## src/rtl/mips_bus_arbiter.sv

```systemverilog
// mips_bus_arbiter: round-robin two-master arbiter for one Avalon-style slave port.
// A grant is held until the slave completes the transfer or the stall watchdog aborts it.
module mips_bus_arbiter #(
    parameter int TIMEOUT = 256,
    parameter int CNT_W   = 9
) (
    input  logic        clk,
    input  logic        reset,
    input  logic [31:0] m0_address,
    input  logic        m0_read,
    input  logic        m0_write,
    input  logic [31:0] m0_writedata,
    input  logic [3:0]  m0_byteenable,
    output logic [31:0] m0_readdata,
    output logic        m0_waitrequest,
    input  logic [31:0] m1_address,
    input  logic        m1_read,
    input  logic        m1_write,
    input  logic [31:0] m1_writedata,
    input  logic [3:0]  m1_byteenable,
    output logic [31:0] m1_readdata,
    output logic        m1_waitrequest,
    output logic [31:0] address,
    output logic        read,
    output logic        write,
    output logic [31:0] writedata,
    output logic [3:0]  byteenable,
    input  logic [31:0] readdata,
    input  logic        waitrequest,
    output logic        bus_error
);
    localparam logic [1:0] IDLE = 2'd0;
    localparam logic [1:0] GNT0 = 2'd1;
    localparam logic [1:0] GNT1 = 2'd2;
    localparam logic WD_EN = (TIMEOUT != 0);
    localparam logic [CNT_W-1:0] LIMIT = CNT_W'(TIMEOUT - 1);

    logic [1:0]       state;
    logic [1:0]       state_nx;
    logic             last;
    logic [CNT_W-1:0] cnt;
    logic             g0;
    logic             g1;
    logic             gnt;
    logic             req0;
    logic             req1;
    logic             done;
    logic             abort;
    logic             drive;
    logic             sel_rd;
    logic             sel_wr;

    assign g0     = (state == GNT0);
    assign g1     = (state == GNT1);
    assign gnt    = g0 | g1;
    assign req0   = m0_read | m0_write;
    assign req1   = m1_read | m1_write;
    assign done   = gnt & ~waitrequest;
    assign abort  = gnt & waitrequest & WD_EN & (cnt == LIMIT);
    assign drive  = gnt & ~abort;
    assign sel_rd = g1 ? m1_read : m0_read;
    assign sel_wr = g1 ? m1_write : m0_write;

    // A simultaneous read+write request is treated as a write.
    assign read       = drive & sel_rd & ~sel_wr;
    assign write      = drive & sel_wr;
    assign address    = drive ? (g1 ? m1_address : m0_address) : '0;
    assign writedata  = drive ? (g1 ? m1_writedata : m0_writedata) : '0;
    assign byteenable = drive ? (g1 ? m1_byteenable : m0_byteenable) : '0;
    assign bus_error  = abort;

    assign m0_waitrequest = ~(g0 & (done | abort));
    assign m1_waitrequest = ~(g1 & (done | abort));
    assign m0_readdata    = (g0 & done) ? readdata : '0;
    assign m1_readdata    = (g1 & done) ? readdata : '0;

    // Outside a grant (including the unused encoding) behave as IDLE.
    assign state_nx = !gnt ? ((req0 && (!req1 || last)) ? GNT0 : req1 ? GNT1 : IDLE)
                           : (done || abort) ? IDLE : state;

    always_ff @(posedge clk or posedge reset) begin
        if (reset) begin
            state <= IDLE;
            last  <= 1'b1;
            cnt   <= '0;
        end else begin
            state <= state_nx;
            if (gnt && (done || abort)) begin
                last <= g1;
                cnt  <= '0;
            end else if (gnt && waitrequest) begin
                cnt <= cnt + CNT_W'(1);
            end
        end
    end
endmodule

```

## config.mk

```make
export PLATFORM = sky130hd
export DESIGN_NAME = mips_bus_arbiter
export DESIGN_NICKNAME = d
export VERILOG_FILES = /design/src/rtl/mips_bus_arbiter.sv
export SDC_FILE = /design/constraint.sdc
export NUM_CORES = 1
export LEC_CHECK = 0
export CAP_MARGIN = 30
export CORE_AREA = 10 10 114 116
export DETAILED_ROUTE_END_ITERATION = 12
export DIE_AREA = 0 0 124 126
export PLACE_DENSITY = 0.7
export SLEW_MARGIN = 0
export SYNTH_ARGS = -nofsm -noshare
export SYNTH_HDL_FRONTEND = slang
export SYNTH_SLANG_ARGS = --single-unit
```

## constraint.sdc

```tcl
create_clock -name clk -period 3.1 [get_ports clk]
set_input_delay 0.31 -clock clk [delete_from_list [all_inputs] [get_ports clk]]
set_output_delay 0.31 -clock clk [all_outputs]
set_load 0.01 [all_outputs]
```

# ---- Word level (Yosys, flattened, before mapping)
# Index checks and enable logic that the tools add are counted.
dict set report word_totals {
  input_bits 175
  register_bits 12
  output_inout_bits 137
}
dict set report classes {
  bitwise 20
  mux 16
  eq_ne 4
  n_reduce_logical 7
  n_addsub 1
}
# op count
set ops {}
lappend ops {{$mux W32} 6}
lappend ops {{$mux W9} 2}
lappend ops {{$and A1 B1 Y1} 11}
lappend ops {{$add A9 B1 Y9 const B} 1}
lappend ops {{$eq A9 B8 Y1 const B} 1}
lappend ops {{$mux W2} 4}
lappend ops {{$mux W4} 2}
lappend ops {{$not A1 Y1} 5}
lappend ops {{$or A1 B1 Y1} 4}
lappend ops {{$logic_and A1 B1 Y1} 3}
lappend ops {{$eq A2 B1 Y1 const B} 1}
lappend ops {{$eq A2 B2 Y1 const B} 1}
lappend ops {{$logic_or A1 B1 Y1} 2}
lappend ops {{$mux W1} 2}
lappend ops {{$ne A2 B1 Y1 const B} 1}
lappend ops {{$reduce_bool A2 Y1} 1}
lappend ops {{$logic_not A1 Y1} 1}

# ---- Logic depth before layout (Yosys ltp)
# Gate-level depths: netlist of the first run.
dict set report depth {
  depth_word 8
  ltp_mapped 8
}

# ---- Worst setup path before layout of the first run
# OpenSTA, ideal clock, no wires.
dict set report synth_timing {
  kind {register to output}
  startpoint {register cnt[0]}
  endpoint {output address[0]}
  slack_ns 1.228
  required_time_ns 2.790
  stages_incl_launch_ff 9
  arrival_ns 1.562
  path_cell_list {dfrtp_1 ha_1 nand3_1 nor2_1 ha_1 nand2_1 nand2_1 clkbuf_1 nor2_1}
}
dict set report synth_between {
  elab_chain_len 5
}
# element line
set synth_lines {}
lappend synth_lines {{start: declaration} 41} ;# logic [CNT_W-1:0] cnt;
lappend synth_lines {{start signal: assignment} 92} ;# cnt <= cnt + CNT_W'(1);
lappend synth_lines {{$eq A9 B8 Y1} 59} ;# assign abort = gnt & waitrequest & WD_EN & (cnt == LIMIT);
lappend synth_lines {{$and A1 B1 Y1} 59}
lappend synth_lines {{$not A1 Y1} 60} ;# assign drive = gnt & ~abort;
lappend synth_lines {{$and A1 B1 Y1} 60}
lappend synth_lines {{$mux W32} 67} ;# assign address = drive ? (g1 ? m1_address : m0_address) : '0;
lappend synth_lines {{end: declaration} 23} ;# output logic [31:0] address,
# Every way passes these cells.

# ---- Worst setup path after layout of the first run
dict set report layout_timing {
  startpoint {register cnt[0]}
  endpoint {output writedata[11]}
}
dict set report layout_between {
  elab_chain_len 5
}
# element line
set layout_lines {}
lappend layout_lines {{$eq A9 B8 Y1} 59}
lappend layout_lines {{$and A1 B1 Y1} 59}
lappend layout_lines {{$not A1 Y1} 60}
lappend layout_lines {{$and A1 B1 Y1} 60}
lappend layout_lines {{$mux W32} 68} ;# assign writedata = drive ? (g1 ? m1_writedata : m0_writedata) : '0;
lappend layout_lines {{end: declaration} 26} ;# output logic [31:0] writedata,
# Every way passes these cells.

==> metrics.txt, run 1 <==
# TYPE chip_impl_metric gauge
chip_impl_info{name="outcome",value="finished clean"} 1
chip_impl_info{name="rsz0062_at_grt",value="false"} 1
chip_impl_metric{name="synth_compound_gate_area_share",unit="%"} 4.31
chip_impl_info{name="combinational_family_with_the_most_area_after_synthesis",value="simple AND/OR/NAND/NOR gates"} 1
chip_impl_metric{name="asyncSetResetFlopFracSynth",unit="%"} 100
chip_impl_metric{name="tightest_slew",unit="ns"} 0.486
chip_impl_metric{name="synth_simple_gate_area_share",unit="%"} 40.1
chip_impl_metric{name="cp_slowest_stage_delay",unit="ns"} 0.58
chip_impl_metric{name="drt_pass1_iterations",unit=""} 4
chip_impl_metric{name="ff2ff_setup_slack",unit="ns"} 1.05
chip_impl_metric{name="worst_skew_pair.late_latency",unit="ns"} 0.25
chip_impl_metric{name="hpwl",unit="µm"} 14000
chip_impl_metric{name="timing.reg2reg.worst_path_depth",unit=""} 8
chip_impl_metric{name="filler_cell_count",unit=""} 1033
chip_impl_metric{name="first_iter_violations",unit=""} 122
chip_impl_metric{name="grt_antenna_before_repair",unit=""} 1
chip_impl_info{name="r2r-end",value="last$_DFFE_PP1P_"} 1
chip_impl_metric{name="mappedNetlistArea",unit="mm²"} 0.00215
chip_impl_metric{name="post-route-period-util",unit="%"} 94.1
chip_impl_metric{name="drv.max_cap_violation_count",unit=""} 0
chip_impl_metric{name="dpl_cell_area",unit="mm²"} 0.00544
chip_impl_metric{name="timing.final.crit_period",unit="ns"} 2.92
chip_impl_metric{name="max-slew-margin-rel",unit="%"} 67.5
chip_impl_metric{name="design_power_total",unit="µW"} 3690
chip_impl_metric{name="ys.warnings.count",unit=""} 0
chip_impl_metric{name="p_per_area",unit="mW/mm²"} 672
chip_impl_metric{name="skew",unit="ns"} 0.00563
chip_impl_metric{name="gpl.final_weighted_congestion",unit=""} 0.948
chip_impl_metric{name="cts-root-to-sink-buffers",unit=""} 2
chip_impl_metric{name="power_leakage",unit="µW"} 0.00216
chip_impl_metric{name="synth.net_count",unit=""} 480
chip_impl_metric{name="global_route.overflow_total",unit=""} 0
chip_impl_metric{name="cts.hold.buffers_added",unit=""} 0
chip_impl_metric{name="die-width",unit="µm"} 124
chip_impl_metric{name="synthCells",unit=""} 301
chip_impl_info{name="synth_area_leader_cell",value="mux2i_1"} 1
chip_impl_metric{name="core_area",unit="mm²"} 0.0107
chip_impl_info{name="cp-end-kind",value="output pin"} 1
chip_impl_metric{name="synth.mux.area_fraction",unit="%"} 32.7
chip_impl_metric{name="proportion_of_layout_cells_with_a_drive_suffix_above_1",unit="%"} 3.00
chip_impl_metric{name="hold_viol_final",unit=""} 0
chip_impl_metric{name="remaining_drc_errors",unit=""} 0
chip_impl_metric{name="route.antenna.remaining_nets",unit=""} 0
chip_impl_metric{name="synthAdderAreaFrac",unit="%"} 2.33
chip_impl_metric{name="first_pass_grt_wire_length",unit="µm"} 21700
chip_impl_metric{name="synth_enable_flop_cells",unit=""} 0
chip_impl_metric{name="fin_worst_hold_slack",unit="ns"} 0.380
chip_impl_metric{name="multi_input_comb_area",unit="mm²"} 0.00174
chip_impl_metric{name="num_rows",unit=""} 38
chip_impl_info{name="crit_type",value="flop to output pin"} 1
chip_impl_info{name="synthTopCellsByCount",value="77 x nor2_1, 69 x mux2i_1, 64 x and2_1"} 1
chip_impl_metric{name="fraction_of_the_yosys_area_taken_by_sequential_cells",unit="%"} 14.0
chip_impl_info{name="clk_root_buffer_cell",value="clkbuf_8"} 1
chip_impl_metric{name="grt_util_all_layers",unit="%"} 18.0
chip_impl_metric{name="final-seq-area",unit="µm²"} 302
chip_impl_metric{name="number_of_global_route_vias_before_repair",unit=""} 3181
chip_impl_info{name="hold_path.class",value="input pin to async pin"} 1
chip_impl_metric{name="path_clk_slew",unit="ns"} 0.06
chip_impl_metric{name="place.port_buffers",unit=""} 311
chip_impl_metric{name="cts.sink_count",unit=""} 12
chip_impl_metric{name="finalWirelength",unit="µm"} 15600
chip_impl_metric{name="grt_start_max_net_pins",unit=""} 50
chip_impl_metric{name="fmaxAchievable",unit="GHz"} 0.343
chip_impl_metric{name="vias",unit=""} 3168
chip_impl_metric{name="initial_core_util",unit="%"} 20.1
chip_impl_metric{name="count_of_buffers_added_by_post_cts_timing_repair_for_setup",unit=""} 0
chip_impl_metric{name="cts.htree.levels",unit=""} 1
chip_impl_metric{name="synth_area_per_cell",unit="µm²"} 7.14
chip_impl_info{name="setup.worst_path.end",value="writedata[11]"} 1
chip_impl_metric{name="postSynthRegisterBits",unit=""} 12
chip_impl_info{name="synth_ff_type",value="dfrtp_1"} 1
chip_impl_info{name="yosys-top-cells-area",value="mux2i_1 32%, and2_1 19%, nor2_1 13%"} 1
chip_impl_metric{name="io_pins",unit=""} 312
chip_impl_metric{name="synth_cell_types",unit=""} 33
chip_impl_metric{name="synthXorXnorAreaFrac",unit="%"} 0.815
chip_impl_metric{name="post_cts_gate_resize_count",unit=""} 0
chip_impl_metric{name="fin_tns_setup",unit="ns"} 0
chip_impl_info{name="cp-start-kind",value="flop"} 1
chip_impl_metric{name="final_max_slew_viol_count",unit=""} 0
chip_impl_metric{name="synth.top_cell.area_share",unit="%"} 32.1
chip_impl_metric{name="crit_arrival",unit="ns"} 2.61
chip_impl_metric{name="nets",unit=""} 781
chip_impl_metric{name="worst_ir_drop_vdd",unit="mV"} 0.552
chip_impl_metric{name="area_growth_syn_to_layout",unit="%"} 155
chip_impl_info{name="startpoint",value="cnt[0]$_DFFE_PP0P_"} 1
chip_impl_metric{name="path_max_fanout",unit=""} 49
chip_impl_metric{name="dieArea",unit="mm²"} 0.0156
chip_impl_metric{name="floorplan.die.height",unit="µm"} 126
chip_impl_info{name="critical_path.slowest_cell",value="clkdlybuf4s50_1"} 1
chip_impl_metric{name="crit_required",unit="ns"} 2.79
chip_impl_metric{name="stdcell_area",unit="mm²"} 0.00548
chip_impl_metric{name="routedWlPerCell",unit="µm"} 21.0
chip_impl_info{name="cts_tree",value="done"} 1
chip_impl_metric{name="numCtsBuffers",unit=""} 3
chip_impl_info{name="yosysMostFrequentCell",value="nor2_1"} 1
chip_impl_info{name="worst_r2r_src",value="cnt[0]$_DFFE_PP0P_"} 1
chip_impl_info{name="worstPathCellList",value="ha_1, nand3_1, nor2_1, ha_1, nand2_1, nand2_2, buf_12, nor2_1, clkdlybuf4s50_1"} 1
chip_impl_metric{name="vias_per_cell",unit=""} 4.27
chip_impl_metric{name="timing.final.setup_violations",unit=""} 0
[cell families (layout without fill, tap and decap cells)]
family,after synthesis,in the layout
and+or+nand+nor,169,169
adders and majority gates,4,4
muxes,70,70
xor gates and xnor gates,2,2
other,0,1
DFF,12,12
buffers and inverters,29,329
AOI/OAI and AO/OA,15,15
[layer usage]
layer | wire length, µm | GRT usage, % | vias to the layer above
met4 | 63 | 1.96 | 0
li1 | - | - | 1598
met2 | 8760 | 36.3 | 111
met5 | 0 | 0 | -
met3 | 1410 | 5.09 | 5
met1 | 5340 | 17.9 | 1454
[placed cells by master, fill, tap and decap left out, types with 2 or more instances in the layout]
cell	count
buf_4	6
mux2i_1	69
ha_1	3
o21ai_0	6
nand3_1	2
nand2_1	11
dfrtp_1	11
buf_12	2
clkbuf_8	3
and2_1	64
a21oi_1	4
clkdlybuf4s50_1	311
nor2_1	77
xor2_1	2
inv_1	6
or3_1	4
[worst min path at each step]
stage                             startpoint                 end  cells after the start  slack [ns]
after floorplan                        reset  cnt[0]$_DFFE_PP0P_                      1        0.17
after global placement    cnt[8]$_DFFE_PP0P_  cnt[8]$_DFFE_PP0P_                      2        0.46
after detailed placement  cnt[8]$_DFFE_PP0P_  cnt[8]$_DFFE_PP0P_                      2        0.51
after CTS                              reset  cnt[1]$_DFFE_PP0P_                      2        0.40
after global routing                   reset  cnt[2]$_DFFE_PP0P_                      2        0.42
final                                  reset  cnt[2]$_DFFE_PP0P_                      2        0.38
[state kept, by name (all words and copies together) (netlist names)]
name / cells
cnt: 9
state: 2
last: 1
[where the power goes]
group	total (µW)	internal (µW)	leakage [µW]	switching [µW]
sequential	239	197	0.000158	42.4
combinational	3290	1780	0.00197	1520
clock	154	90.9	0.0000228	63.1
total	3690	2060	0.00216	1620
[critical path: cells and delay by family, from the launching register on]
kind	cells	cell delay, ns
buffers and inverters	2	0.84
and+or+nand+nor	5	0.60
adders and majority gates	2	0.47
DFF	1	0.43
[per-stage QoR]
step	utilization (%)	setup slack, ns	std cells
after detailed placement	50.8	0.443	737
final	51.3	0.182	742
after global placement	50.8	0.493	737
after CTS	51.2	0.165	741
after floorplan	-	1.23	301
after global routing	51.3	0.0189	742
[area by class of cell]
cell class                      instances  share of cell area (%)
Antenna cell                            1                  0.0456
Timing Repair Buffer                  319                    58.3
Sequential cell                        12                    5.50
Inverter                                6                   0.411
Tap cell                              140                    3.19
Clock buffer                            4                   0.821
Multi-Input combinational cell        260                    31.7
Note: power is estimated with default switching activity, not from simulation.
==> run 2: changes to the inputs <==
--- a/config.mk
+++ b/config.mk
@@ -5,11 +5,13 @@
 export SDC_FILE = /design/constraint.sdc
 export NUM_CORES = 1
 export LEC_CHECK = 0
+export ABC_AREA = 1
 export CAP_MARGIN = 30
-export CORE_AREA = 10 10 114 116
+export CORE_AREA = 10 10 112 114
 export DETAILED_ROUTE_END_ITERATION = 12
-export DIE_AREA = 0 0 124 126
-export PLACE_DENSITY = 0.7
+export DIE_AREA = 0 0 122 124
+export PLACE_DENSITY = 0.72
+export SKIP_LAST_GASP = 1
 export SLEW_MARGIN = 0
 export SYNTH_ARGS = -nofsm -noshare
 export SYNTH_HDL_FRONTEND = slang
==> metrics.txt, run 2 <==
# TYPE chip_impl_metric gauge
chip_impl_metric{name="finalCoreUtilization",unit="%"} 52.0
chip_impl_info{name="cts_tree",value="done"} 1
chip_impl_metric{name="number_of_global_route_vias_before_repair",unit=""} 3725
chip_impl_metric{name="diodes",unit=""} 0
chip_impl_metric{name="final_max_slew_viol_count",unit=""} 0
chip_impl_info{name="worst_r2r_src",value="state[0]$_DFFE_PP0P_"} 1
chip_impl_info{name="r2r-end",value="cnt[5]$_DFFE_PP0P_"} 1
chip_impl_metric{name="cts-root-to-sink-buffers",unit=""} 2
chip_impl_info{name="worstPathCellList",value="inv_1, ha_2, inv_1, o21ai_4, buf_12, a21oi_1, clkdlybuf4s50_1"} 1
chip_impl_info{name="yosysMostFrequentCell",value="nand2_1"} 1
chip_impl_info{name="setup.worst_path.end",value="address[1]"} 1
chip_impl_metric{name="synth_compound_gate_area_share",unit="%"} 21.3
chip_impl_metric{name="initial_core_util",unit="%"} 20.2
chip_impl_info{name="crit_type",value="flop to output pin"} 1
chip_impl_metric{name="finalWirelength",unit="µm"} 14800
chip_impl_metric{name="hpwl",unit="µm"} 12700
chip_impl_info{name="startpoint",value="state[0]$_DFFE_PP0P_"} 1
chip_impl_metric{name="die-width",unit="µm"} 122
chip_impl_metric{name="path_clk_slew",unit="ns"} 0.05
chip_impl_metric{name="timing.final.setup_violations",unit=""} 0
chip_impl_metric{name="stages_on_worst_setup_path",unit=""} 7
chip_impl_metric{name="postSynthRegisterBits",unit=""} 12
chip_impl_metric{name="numCtsBuffers",unit=""} 3
chip_impl_metric{name="place.port_buffers",unit=""} 311
chip_impl_metric{name="synth_area_per_cell",unit="µm²"} 4.95
chip_impl_metric{name="count_of_buffers_added_by_post_cts_timing_repair_for_setup",unit=""} 0
chip_impl_metric{name="synth_enable_flop_cells",unit=""} 0
chip_impl_metric{name="nets",unit=""} 890
chip_impl_metric{name="grt_antenna_before_repair",unit=""} 0
chip_impl_info{name="cp-end-kind",value="output pin"} 1
chip_impl_metric{name="post-route-period-util",unit="%"} 90.4
chip_impl_metric{name="worst_skew_pair.late_latency",unit="ns"} 0.24
chip_impl_metric{name="crit_arrival",unit="ns"} 2.49
chip_impl_metric{name="timing.reg2reg.worst_path_depth",unit=""} 9
chip_impl_metric{name="placed_cells_incl_taps",unit=""} 842
chip_impl_metric{name="cts.htree.levels",unit=""} 1
chip_impl_metric{name="synthXorXnorAreaFrac",unit="%"} 0
chip_impl_metric{name="synth_simple_gate_area_share",unit="%"} 45.0
chip_impl_metric{name="worst_ir_drop_vdd",unit="mV"} 0.431
chip_impl_metric{name="tightest_slew",unit="ns"} 0.447
chip_impl_metric{name="p_per_area",unit="mW/mm²"} 674
chip_impl_info{name="rsz0062_at_grt",value="false"} 1
chip_impl_info{name="reg_top3",value="cnt: 9 flops, state: 2 flops, last: 1 flops"} 1
chip_impl_info{name="combinational_family_with_the_most_area_after_synthesis",value="simple AND/OR/NAND/NOR gates"} 1
chip_impl_metric{name="cp_slowest_stage_delay",unit="ns"} 0.60
chip_impl_metric{name="drt_pass1_iterations",unit=""} 4
chip_impl_metric{name="final-seq-area",unit="µm²"} 302
chip_impl_metric{name="asyncSetResetFlopFracSynth",unit="%"} 100
chip_impl_metric{name="crit_required",unit="ns"} 2.79
chip_impl_info{name="synth_area_leader_cell",value="nand2_1"} 1
chip_impl_metric{name="area_growth_syn_to_layout",unit="%"} 157
chip_impl_metric{name="crit_buf_inv",unit=""} 4
chip_impl_info{name="cp-start-kind",value="flop"} 1
chip_impl_metric{name="vias",unit=""} 3705
chip_impl_metric{name="synthAdderAreaFrac",unit="%"} 2.42
chip_impl_metric{name="global_route.overflow_total",unit=""} 0
chip_impl_metric{name="post_cts_gate_resize_count",unit=""} 0
chip_impl_metric{name="proportion_of_layout_cells_with_a_drive_suffix_above_1",unit="%"} 2.82
chip_impl_metric{name="remaining_drc_errors",unit=""} 0
chip_impl_info{name="yosys-top-cells-area",value="nand2_1 28%, a21oi_1 17%, nor2_1 14%"} 1
chip_impl_metric{name="skew",unit="ns"} 0.000827
chip_impl_metric{name="grt_start_max_net_pins",unit=""} 71
chip_impl_metric{name="io_pins",unit=""} 312
chip_impl_info{name="synthTopCellsByCount",value="157 x nand2_1, 76 x nor2_1, 72 x a21oi_1"} 1
chip_impl_metric{name="route.antenna.remaining_nets",unit=""} 0
chip_impl_metric{name="floorplan.die.height",unit="µm"} 124
chip_impl_metric{name="mappedNetlistArea",unit="mm²"} 0.00207
chip_impl_metric{name="first_pass_grt_wire_length",unit="µm"} 20800
chip_impl_metric{name="multi_input_comb_area",unit="mm²"} 0.00143
chip_impl_metric{name="filler_cell_count",unit=""} 975
chip_impl_metric{name="max-slew-margin-rel",unit="%"} 70.1
chip_impl_metric{name="ys.warnings.count",unit=""} 0
chip_impl_info{name="synth_ff_type",value="dfrtp_1"} 1
chip_impl_metric{name="routedWlPerCell",unit="µm"} 17.5
chip_impl_metric{name="core_area",unit="mm²"} 0.0102
chip_impl_metric{name="timing.final.crit_period",unit="ns"} 2.80
chip_impl_info{name="clk_root_buffer_cell",value="clkbuf_8"} 1
chip_impl_metric{name="fmaxAchievable",unit="GHz"} 0.357
chip_impl_metric{name="power_leakage",unit="µW"} 0.00229
chip_impl_metric{name="num_rows",unit=""} 37
chip_impl_info{name="final_common_cell",value="clkdlybuf4s50_1"} 1
chip_impl_metric{name="first_iter_violations",unit=""} 219
chip_impl_metric{name="cts.sink_count",unit=""} 12
chip_impl_metric{name="synth_cell_types",unit=""} 23
chip_impl_info{name="outcome",value="finished clean"} 1
chip_impl_info{name="critPathMostFrequentCell",value="inv_1"} 1
chip_impl_metric{name="fin_tns_setup",unit="ns"} 0
chip_impl_metric{name="synth.mux.area_fraction",unit="%"} 0
chip_impl_metric{name="grt_util_all_layers",unit="%"} 17.1
chip_impl_metric{name="synth.top_cell.area_share",unit="%"} 28.5
chip_impl_metric{name="drv.max_cap_violation_count",unit=""} 0
chip_impl_metric{name="final_cell_count_no_fill",unit=""} 846
chip_impl_metric{name="hold_viol_final",unit=""} 0
chip_impl_metric{name="gpl.final_weighted_congestion",unit=""} 0.873
chip_impl_info{name="registers.top_by_ff_count",value="cnt"} 1
chip_impl_metric{name="cts.hold.buffers_added",unit=""} 0
chip_impl_metric{name="vias_per_cell",unit=""} 4.38
chip_impl_metric{name="path_max_fanout",unit=""} 70
chip_impl_metric{name="dieArea",unit="mm²"} 0.0151
chip_impl_info{name="final_cell_mix",value="311 x clkdlybuf4s50_1, 157 x nand2_1, 76 x nor2_1"} 1
chip_impl_metric{name="ff2ff_setup_slack",unit="ns"} 1.32
chip_impl_info{name="critical_path.top_delay_family",value="buffers and inverters"} 1
chip_impl_metric{name="synthCells",unit=""} 418
chip_impl_metric{name="fraction_of_the_yosys_area_taken_by_sequential_cells",unit="%"} 14.6
chip_impl_metric{name="synth.net_count",unit=""} 597
chip_impl_info{name="hold_path.class",value="input pin to async pin"} 1
chip_impl_metric{name="number_of_flip_flops_in_the_largest_register",unit=""} 9
chip_impl_info{name="critical_path.slowest_cell",value="clkdlybuf4s50_1"} 1
run 2: cell count changes after synthesis, sizes merged, moves of 8 or more:
cell,before,now
nand2,12,157
mux2i,69,0
a21oi,4,72
and2,64,0
inv,6,47
buf,11,25
clkbuf,12,4
run 2: area by class of cell:
type / count / area share (%)
repair buffers: 317 / 59.8
inverters: 47 / 3.32
well taps: 136 / 3.20
clock buffers: 4 / 1.04
flip-flops and latches: 12 / 5.67
multi-input cells: 330 / 26.9
run 2: through the flow:
| stage | setup slack [ns] | cell area, µm² | total power [µW] | hold WS (ns) |
|---|---|---|---|---|
| finish | 0.299 | 5320 | 3580 | 0.369 |
| global route | 0.161 | 5320 | 3890 | 0.425 |
| floorplan | 1.31 | 2070 | 1760 | 0.174 |
| CTS | 0.287 | 5320 | 3640 | 0.383 |
| global placement | 0.584 | 5260 | 3420 | 0.464 |
| detailed placement | 0.573 | 5260 | 3450 | 0.465 |
run 2: kinds of logic (layout without fill, tap and decap cells):
group                    after synthesis  count (layout)
AO/OA/AOI/OAI                         83              83
flip-flops                            12              12
AND/OR/NAND/NOR                      243             243
adder cells (fa/ha/maj)                4               4
buffers and inverters                 76             368
run 2: how the worst min path moves through the flow:
stage,from,end,slack [ns],depth (start not counted)
CTS,reset,cnt[6]$_DFFE_PP0P_,0.38,2
floorplan,reset,cnt[0]$_DFFE_PP0P_,0.17,1
finish,reset,cnt[6]$_DFFE_PP0P_,0.37,2
detailed placement,last$_DFFE_PP1P_,last$_DFFE_PP1P_,0.46,2
global route,reset,cnt[6]$_DFFE_PP0P_,0.43,2
global placement,last$_DFFE_PP1P_,last$_DFFE_PP1P_,0.46,2
run 2: metal layers:
metal	share of wire, %	track usage [%]	vias up
li1	-	-	1867
met1	36	17.9	1620
met2	52	32.8	204
met3	10	5.48	14
met4	1.1	3.13	0
met5	0	0	-
run 2: report_power, final:
part	internal, µW	leakage [µW]	switching (µW)	total [µW]
registers	196	0.000158	27.9	224
clock network	112	0.0000288	57.4	170
logic	1550	0.00210	1640	3190
total	1860	0.00229	1720	3580
run 2: worst reg2reg max path: cells and delay by family, from the launching register on:
family,cells,cell delay (ns)
DFF,1,0.38
buffers and inverters,3,0.44
and+or+nand+nor,5,0.61
adders and majority gates,1,0.29
